File: src/rtl/mcs4_prog_rom_pkg.sv
// ---------------------------------------------------------------------------
// mcs4_prog_rom_pkg
// Shared MCS-4 bus types for the program-memory responder and its subcycle
// tracker: the 4-bit bus character, the 12-bit program address, the page
// size and the nine-state bus subcycle enumeration with its step function.
// No ports (package).
// ---------------------------------------------------------------------------
package mcs4_prog_rom_pkg;

   typedef logic [3:0]  char_t;
   typedef logic [11:0] addr12_t;

   localparam int PAGE_BYTES = 256;

   typedef enum logic [3:0] {
      IDLE = 4'd0,
      A1   = 4'd1,
      A2   = 4'd2,
      A3   = 4'd3,
      M1   = 4'd4,
      M2   = 4'd5,
      X1   = 4'd6,
      X2   = 4'd7,
      X3   = 4'd8
   } subcycle_t;

   // Free-running successor of a subcycle when sync is not asserted.
   // X3 without sync drops to IDLE; IDLE waits for sync.
   function automatic subcycle_t subcycle_step(input subcycle_t cur);
      subcycle_t nxt;
      case (cur)
         A1:      nxt = A2;
         A2:      nxt = A3;
         A3:      nxt = M1;
         M1:      nxt = M2;
         M2:      nxt = X1;
         X1:      nxt = X2;
         X2:      nxt = X3;
         X3:      nxt = IDLE;
         IDLE:    nxt = IDLE;
         default: nxt = IDLE;
      endcase
      return nxt;
   endfunction

endpackage

File: src/rtl/mcs4_subcycle_tracker.sv
// ---------------------------------------------------------------------------
// mcs4_subcycle_tracker
// Follows the i4004 instruction cycle (A1..X3) from the sync marker.
// Ports:
//   clk      in   system clock
//   rst      in   synchronous active-high reset (state -> IDLE)
//   clken_2  in   phase-2 enable; the state only moves on these edges
//   sync     in   cycle marker; forces A1 on the next clken_2 edge
//   subcycle out  current subcycle (registered)
// ---------------------------------------------------------------------------
module mcs4_subcycle_tracker
   import mcs4_prog_rom_pkg::*;
(
   input  logic      clk,
   input  logic      rst,
   input  logic      clken_2,
   input  logic      sync,
   output subcycle_t subcycle
);

   subcycle_t subcycle_r;
   subcycle_t subcycle_next_s;

   // Next-state selection: sync wins from any state, otherwise step.
   always_comb begin
      subcycle_next_s = subcycle_r;
      if (clken_2) begin
         if (sync) begin
            subcycle_next_s = A1;
         end else begin
            subcycle_next_s = subcycle_step(subcycle_r);
         end
      end else begin
         subcycle_next_s = subcycle_r;
      end
   end

   // Subcycle state register.
   always_ff @(posedge clk) begin
      if (rst) begin
         subcycle_r <= IDLE;
      end else begin
         subcycle_r <= subcycle_next_s;
      end
   end

   assign subcycle = subcycle_r;

endmodule

File: src/rtl/mcs4_prog_rom.sv
// ---------------------------------------------------------------------------
// mcs4_prog_rom
// Host-loadable program memory that answers i4004 instruction fetches on
// the 4-bit multiplexed bus (fetch role of an i4001, no I/O port).
// Ports:
//   clk, rst            system clock, synchronous active-high reset
//   clken_1, clken_2    phase enables; only clken_2 edges do anything
//   sync, cm_rom        CPU cycle marker and ROM command line
//   dbus_in             CPU-driven bus nibble
//   dbus_out, dbus_oe   ROM bus drive, valid in M1 (OPR) and M2 (OPA)
//   prog_we/addr/wdata  host byte write port
//   fetch_strobe        one-clk pulse per serviced fetch
//   fetch_addr/data     address and byte of the last serviced fetch
//   fetch_count         serviced fetches since reset (wrapping)
// ---------------------------------------------------------------------------
module mcs4_prog_rom
   import mcs4_prog_rom_pkg::*;
#(
   parameter int NUM_PAGES = 1,
   parameter int PAGE_BASE = 0,
   parameter int CNT_W     = 16
) (
   input  logic                             clk,
   input  logic                             rst,
   input  logic                             clken_1,
   input  logic                             clken_2,
   input  logic                             sync,
   input  logic                             cm_rom,
   input  logic [3:0]                       dbus_in,
   output logic [3:0]                       dbus_out,
   output logic                             dbus_oe,
   input  logic                             prog_we,
   input  logic [8+$clog2(NUM_PAGES)-1:0]   prog_addr,
   input  logic [7:0]                       prog_wdata,
   output logic                             fetch_strobe,
   output logic [11:0]                      fetch_addr,
   output logic [7:0]                       fetch_data,
   output logic [CNT_W-1:0]                 fetch_count
);

   localparam int AW        = 8 + $clog2(NUM_PAGES);
   localparam int MEM_BYTES = NUM_PAGES * PAGE_BYTES;
   localparam logic [AW:0]      MEM_LIMIT = (AW+1)'(MEM_BYTES);
   localparam logic [5:0]       PAGE_LO   = 6'(PAGE_BASE);
   localparam logic [5:0]       PAGE_HI   = 6'(PAGE_BASE + NUM_PAGES);
   localparam char_t            PAGE_BASE_C = 4'(PAGE_BASE);
   localparam logic [CNT_W-1:0] CNT_ONE   = {{(CNT_W-1){1'b0}}, 1'b1};

   subcycle_t        subcycle_s;
   logic [7:0]       mem_r [MEM_BYTES];
   logic [7:0]       addr_lo_r;
   logic             sel_r;
   logic [3:0]       dbus_out_r;
   logic             dbus_oe_r;
   logic             fetch_strobe_r;
   addr12_t          fetch_addr_r;
   logic [7:0]       fetch_data_r;
   logic [CNT_W-1:0] fetch_count_r;

   logic [5:0]       page_ext_s;
   logic             hit_s;
   char_t            page_off_s;
   logic [AW-1:0]    rd_idx_s;
   logic [7:0]       rd_byte_s;
   logic             wr_ok_s;
   logic             enter_m1_s;
   logic             enter_m2_s;
   logic             unused_clken_1_s;

   // clken_1 is part of the shared bus interface but carries no function here.
   assign unused_clken_1_s = clken_1;

   mcs4_subcycle_tracker u_tracker (
      .clk      (clk),
      .rst      (rst),
      .clken_2  (clken_2),
      .sync     (sync),
      .subcycle (subcycle_s)
   );

   // Page decode and read address; dbus_in carries addr[11:8] during A3.
   always_comb begin
      page_ext_s = {2'b00, dbus_in};
      hit_s      = cm_rom && (page_ext_s >= PAGE_LO) && (page_ext_s < PAGE_HI);
      page_off_s = dbus_in - PAGE_BASE_C;
      rd_idx_s   = AW'({page_off_s, addr_lo_r});
      wr_ok_s    = ({1'b0, prog_addr} < MEM_LIMIT);
      enter_m1_s = (subcycle_s == A3) && !sync;
      enter_m2_s = (subcycle_s == M1) && !sync;
      if (hit_s) begin
         rd_byte_s = mem_r[rd_idx_s];
      end else begin
         rd_byte_s = 8'h00;
      end
   end

   // Host write port; the array is never cleared. The fetch read above sees
   // the pre-write contents on a colliding clk.
   always_ff @(posedge clk) begin
      if (prog_we && wr_ok_s) begin
         mem_r[prog_addr] <= prog_wdata;
      end
   end

   // Address capture, bus drive and fetch reporting.
   always_ff @(posedge clk) begin
      if (rst) begin
         addr_lo_r      <= 8'h00;
         sel_r          <= 1'b0;
         dbus_out_r     <= 4'h0;
         dbus_oe_r      <= 1'b0;
         fetch_strobe_r <= 1'b0;
         fetch_addr_r   <= 12'h000;
         fetch_data_r   <= 8'h00;
         fetch_count_r  <= {CNT_W{1'b0}};
      end else begin
         fetch_strobe_r <= 1'b0;
         if (clken_2) begin
            case (subcycle_s)
               A1:      addr_lo_r[3:0] <= dbus_in;
               A2:      addr_lo_r[7:4] <= dbus_in;
               default: ;
            endcase
            // The A3 edge is also the edge entering M1, so the byte is read,
            // reported and its OPR nibble driven all at once.
            if (enter_m1_s && hit_s) begin
               sel_r          <= 1'b1;
               dbus_out_r     <= rd_byte_s[7:4];
               dbus_oe_r      <= 1'b1;
               fetch_strobe_r <= 1'b1;
               fetch_addr_r   <= {dbus_in, addr_lo_r};
               fetch_data_r   <= rd_byte_s;
               fetch_count_r  <= fetch_count_r + CNT_ONE;
            end else if (enter_m2_s && sel_r) begin
               sel_r      <= 1'b0;
               dbus_out_r <= fetch_data_r[3:0];
               dbus_oe_r  <= 1'b1;
            end else begin
               sel_r      <= 1'b0;
               dbus_out_r <= 4'h0;
               dbus_oe_r  <= 1'b0;
            end
         end
      end
   end

   assign dbus_out     = dbus_out_r;
   assign dbus_oe      = dbus_oe_r;
   assign fetch_strobe = fetch_strobe_r;
   assign fetch_addr   = fetch_addr_r;
   assign fetch_data   = fetch_data_r;
   assign fetch_count  = fetch_count_r;

endmodule

File: config.mk
export PLATFORM = sky130hd
export DESIGN_NAME = mcs4_prog_rom
export DESIGN_NICKNAME = d
export VERILOG_FILES = /design/src/rtl/mcs4_prog_rom_pkg.sv /design/src/rtl/mcs4_subcycle_tracker.sv /design/src/rtl/mcs4_prog_rom.sv
export SDC_FILE = /design/constraint.sdc
export NUM_CORES = 2
export LEC_CHECK = 0
export BUFFER_PORTS_ARGS = -buffer_cell sky130_fd_sc_hd__buf_2
export CORE_UTILIZATION = 56
export CTS_BUF_LIST = sky130_fd_sc_hd__clkbuf_16
export CTS_CLUSTER_SIZE = 24
export DETAILED_ROUTE_END_ITERATION = 8
export HOLD_SLACK_MARGIN = 0.15
export PLACE_DENSITY = 0.71
export SYNTH_ARGS = -nofsm -noshare
export SYNTH_HDL_FRONTEND = slang
export SYNTH_SLANG_ARGS = --single-unit
File: constraint.sdc
create_clock -name clk -period 7.2 [get_ports clk]
set_input_delay 0.36 -clock clk [delete_from_list [all_inputs] [get_ports clk]]
set_output_delay 0.36 -clock clk [all_outputs]
set_load 0.01 [all_outputs]
======== After elaboration in Yosys (flattened, before gate mapping) ========
Memories as Yosys holds them, arrays and structs flattened. A register that Yosys moved wholly into a read port is not among the register bits.
Index checks and enable logic that the tools add are counted.
word-level totals
  input bits .............................. 27
  bits in writable memories ............... 2,048
  flip-flop bits (word level) ............. 55
  bits in read-only memories .............. 64
  output and inout bits ................... 42
  memories ................................ 2
memories
  memory           words  width  rd ports  clocked after Yosys merged registers in  write ports  RTL line                 source
  mem_r            256    8      1         0                                        1            mcs4_prog_rom.sv:50      logic [7:0] mem_r [MEM_BYTES];
  (no name shown)  16     4      1         1                                        0            mcs4_prog_rom_pkg.sv:31  case (cur)
cells by class
  bitwise gates (word level) .............. 1
  mux-type cells .......................... 11
  add/subtract/negate cells ............... 1
  $lt $le $gt $ge ......................... 1
  reduce and logical (&&, ||, !) cells .... 10
  equal/unequal tests ..................... 4
operator list
  kind                                                                    number
  4-bit two-way mux                                                       5
  16-bit by 1-bit adder with 16-bit output (second input constant)        1
  4-bit by 2-bit equality test with 1-bit output (second input constant)  2
  8-bit two-way mux                                                       1
  2-bit AND reduction                                                     3
  1-bit logical AND                                                       5
  1-bit two-way mux                                                       5
  4-bit by 1-bit equality test with 1-bit output (second input constant)  1
  4-bit by 3-bit equality test with 1-bit output (second input constant)  1
  4-bit by 1-bit < comparator with 1-bit output (second input constant)   1
  2-bit OR reduction                                                      1
  1-bit zero test                                                         1
  1-bit inverter                                                          1

======== Logic depth before layout (Yosys ltp) ========
  depth after elaboration ................. 5
  gate-level depth with buffers ........... 14
  depth with buffers taken out ............ 7

======== Hierarchy ========
From an unflattened synthesis, not the netlist that was laid out.
unflattened totals
  cells, all modules ...................... 3,886
  area total of the unflattened synthesis .. 81,720.9 µm²
modules (own cells, without submodules)
  module                 instances  cells an instance  area an instance (µm²)
  mcs4_prog_rom          1          3,852              81,383.1
  mcs4_subcycle_tracker  1          34                 337.8

======== Worst setup path after synthesis ========
No wires, ideal clock.
  kind .................................... register to register
  from .................................... reg addr_lo_r[1]
  to ...................................... reg fetch_data_r[0], in the netlist fetch_data[0]
  path slack .............................. 4,580 ps
  stages on the path, launching flop included .. 10
  required time ........................... 7,084 ps
  arrival ................................. 2,504 ps
  cell sequence ........................... dfxtp_1 -> buf_4 -> buf_4 -> buf_4 -> buf_1 -> mux4_2 -> mux4_2 -> a22oi_1 -> nand3_1 -> and3_1
between the ends
  word-level cells in the longest chain between the ends .. 2
RTL lines
  what                    RTL line              source
  from (decl)             mcs4_prog_rom.sv:51   logic [7:0] addr_lo_r;
  from (signal assigned)  mcs4_prog_rom.sv:120  A1: addr_lo_r[3:0] <= dbus_in;
  memory 256 x 8 bit      --
  8-bit two-way mux       mcs4_prog_rom.sv:90   if (hit_s) begin
  to (signal assigned)    mcs4_prog_rom.sv:132  fetch_data_r <= rd_byte_s;
  to (decl)               mcs4_prog_rom.sv:57   logic [7:0] fetch_data_r;
Every way passes these cells.
A chain may end at the register's enable or synchronous reset.

======== Final worst setup path ========
  from .................................... reg addr_lo_r[1]
  to ...................................... reg dbus_out_r[2], in the netlist dbus_out[2]
between the ends
  word-level cells in the longest chain between the ends .. 3
RTL lines
  what                  RTL line              source
  memory 256 x 8 bit    --
  8-bit two-way mux     mcs4_prog_rom.sv:90
  4-bit two-way mux     mcs4_prog_rom.sv:126  if (enter_m1_s && hit_s) begin
  to (signal assigned)  mcs4_prog_rom.sv:128  dbus_out_r <= rd_byte_s[7:4];
  to (signal assigned)  mcs4_prog_rom.sv:136  dbus_out_r <= fetch_data_r[3:0];
  to (decl)             mcs4_prog_rom.sv:53   logic [3:0] dbus_out_r;
Every way passes these cells.

==> results.md <==
* Critical Path Max Stage Delay at 1.10 ns
* Clock Tree Buf Depth at 3
* Slowest CP cell: nor4_1
* Syn_area_per_cell at 20.52 µm²
* Switching Share at 20.82%
* Hold WS at 0.2220 ns
* Post-CTS sizing at 0
* Initial antenna violation count at 13
* # nets final at 4178
* Area grow syn2layout at 10.52%
* Initial DRT Pass Iterations at 6
* Syn Inst Count at 4005
* Synth area leader: edfxtp_1
* Commonest non-fill, non-tap cell in the layout: edfxtp_1
* Postcts setup bufs at 0
* Number of library cell types mapped by synthesis at 62
* Sequential Power Share at 55.5%
* Final min period at 4.852 ns
* Yosys top cell area share at 74.85%
* Leakage at 27.49 nW
* CTS tree: done
* Num Clock Sinks at 2107
* Crit path cell chain: buf_12, mux4_2, mux2i_1, nor2_1, nor4_1, nor4_1, a311oi_2, a31oi_1
* Die Footprint at 148300 µm²
* Clk Latency, worst-skew pair at 0.82 ns
* Slew headroom at 9.305%
* Clk_skew at 0.02822 ns
* Die Width at 385.1 µm
* Synth area leaders: edfxtp_1 75%, mux4_2 13%, mux2i_1 2.7%
* Layout cell share with drive strength beyond 1 at 21.59%
* Global-route usage over all layers at 27.87%
* IO Port Bufs at 67
* Post-DP Area at 84420 µm²
* CORE AREA at 145600 µm²
* Pwr/cell area at 267.8 nW/µm²
* Dominant synthesized flop cell: edfxtp_1
* Drt drc at 0
* Setup TNS at 0 ns
* Grt total ovfl at 0
* Number of global-route vias before repair at 40425
* Post-DP HPWL at 124900 µm
* Number of synthesized flops with an enable pin at 2048
* Hold Crit Class: primary input to flop
* Clk pwr share at 41.0%
* WL per Instance at 32.71 µm
* Most used cell, CP: nor4_1
* Vias per cell at 6.633
* Tightest Pin Transition at 1.348 ns
* Syn nets at 4036
* Vias at 41419
* CP Launch Type: flop
* Initial core utilization at 56.45%
* Slew Viols, Final at 0
* RSZ-0062 raised after global routing: false
* Top Ports at 69
* Most frequent cells in the layout: 2048 x edfxtp_1, 482 x mux4_2, 346 x nor2_1, 218 x mux2i_1, 210 x clkbuf_16
* Final instance area at 90810 µm²
* Required time of the critical path at 7.86 ns
* Hold Fails Final Rpt at 0
* Peak VDD IR at 0.0002155 V
* Gp weighted congestion at 0.8898
* Critical path endpoint category: flop
* Worst-path clk slew at 0.06 ns
* Max-cap violations at 0
* Placement Rows at 140
* Syn. warnings at 0
* Routed Antenna Nets at 0
* Num CTS Buffers at 203
* Max Clk Rate at 206.1 MHz
* Combinational share of power at 3.5%
* Worst-path fanout max at 70
* Chip height at 385.1 µm
* Net switching power at 5.064 mW
* Status: finished clean
* Number of synthesized register bits at 2107
* Async S/R FF share, synth at 0%
* Period utilization at 67.39%
* Setup Viol. Count Final at 0
* Htree depth at 4
* DRT iter0 DRCs at 5713
* Internal Power at 19.26 mW
* Crit path DAT at 5.51 ns
* Post-Route WL at 204200 µm
* Root Driver: clkbuf_16
* Largest net degree at the start of global routing at 170
* Register area share after synthesis at 76.28%
* Synth Cell Area at 82170 µm²
* First-pass GRT wire length at 291500 µm
* Crit Path Class: flop to flop
## cells in the mapped netlist, types with 4 or more instances
cell and instances:
nand2_1 112, buf_8 4, ha_1 4, edfxtp_1 2048, o221ai_1 9, o2111ai_1 9
nor2_1 347, mux2_2 13, o21a_1 5, a221oi_1 10, o21ai_0 34, a2111oi_0 5
o22ai_1 17, buf_6 22, a22oi_1 78, clkbuf_1 89, a21oi_1 42, mux2i_1 218
a211oi_1 15, nor3_1 14, a31oi_1 15, mux4_2 482, xor2_1 10, nand3_1 70
o211ai_1 10, buf_2 53, nand2b_1 9, nor4_1 5, and2_1 11, nand4_1 29
dfxtp_1 59, nor2b_1 25, buf_4 50, buf_1 17, and3_1 9, inv_1 8
## per-stage QoR
stage,setup WS [ns],std cells,power (mW),utilization (%)
after global routing,2.327,6233,24.88,62.37
after floorplan,4.580,4005,14.19,-
after detailed placement,2.546,5846,14.59,57.99
after CTS,2.496,6233,24.40,62.37
after global placement,2.604,5846,14.57,57.99
final,2.348,6244,24.32,62.39
## final cells by class
cell class,count,area [µm²]
antenna,11,27.53
clock buffer,210,5255
clock inverter,164,982.2
fill,9714,54750
inverter,9,38.79
multi-input combinational,1654,18120
sequential,2107,62700
tap,1917,2399
timing repair buffer,172,1289
## power by group through the flow
stage               Combinational (mW)  Sequential (mW)  Clock, mW
floorplan                        0.450             13.7          0
global placement                 0.811             13.8          0
detailed placement               0.829             13.8          0
CTS                              0.836             13.5       10.1
global route                     0.879             13.5       10.5
finish                           0.842             13.5       9.98
## metal layers
layer	GRT usage [%]	vias up	wire (µm)	part of all wire (%)
met5	0	-	87	0.043
li1	-	16815	-	-
met2	41.91	2496	94380	46
met1	39.72	21604	79280	39
met4	11.78	12	9118	4.5
met3	6.351	492	21350	10
## cell families (layout without fill, tap and decap cells)
family	count (synthesis)	after routing	share of synthesized area (%)
flops	2107	2107	76.28
mux	713	713	16.05
simple gates	651	651	3.470
compound gates	273	273	2.322
buf+inv	244	555	1.680
xor+xnor	13	13	0.1386
fa+ha+maj	4	4	0.06091
other cells	0	11	0
## repair_timing
item	CTS	global route
endpoints found under the setup margin	0	0
hold buffers	13	0
hold endpoints to repair	175	0
## critical path, delay by kind of cell (launching register included)
kind                   cells  cell delay, ns
AOI/OAI and AO/OA          2            0.90
buffers and inverters      1            0.45
muxes                      2            0.76
and+or+nand+nor            3            1.55
DFF                        1            0.91
## state kept, by name, summed over array words and instances (netlist names), named ones only
| signal | count |
|---|---|
| mem_r | 2048 |
| fetch_count | 16 |
| fetch_addr | 12 |
| addr_lo_r | 8 |
| fetch_data | 8 |
| dbus_out | 4 |
| u_tracker.subcycle | 4 |
| dbus_oe | 1 |
| fetch_strobe | 1 |
| sel_r | 1 |
## path summary, 6_finish.rpt
path	cells after the start	startpoint	slack [ns]	end
worst max-delay path	8	addr_lo_r[1]	2.35	dbus_out[2]
worst min-delay path	3	prog_addr[0]	0.22	mem_r[187][5]
worst max register to register	8	addr_lo_r[1]	2.35	dbus_out[2]
worst min register to register	1	fetch_addr[9]	0.45	fetch_addr[9]
(Power assumes the default switching activity.)
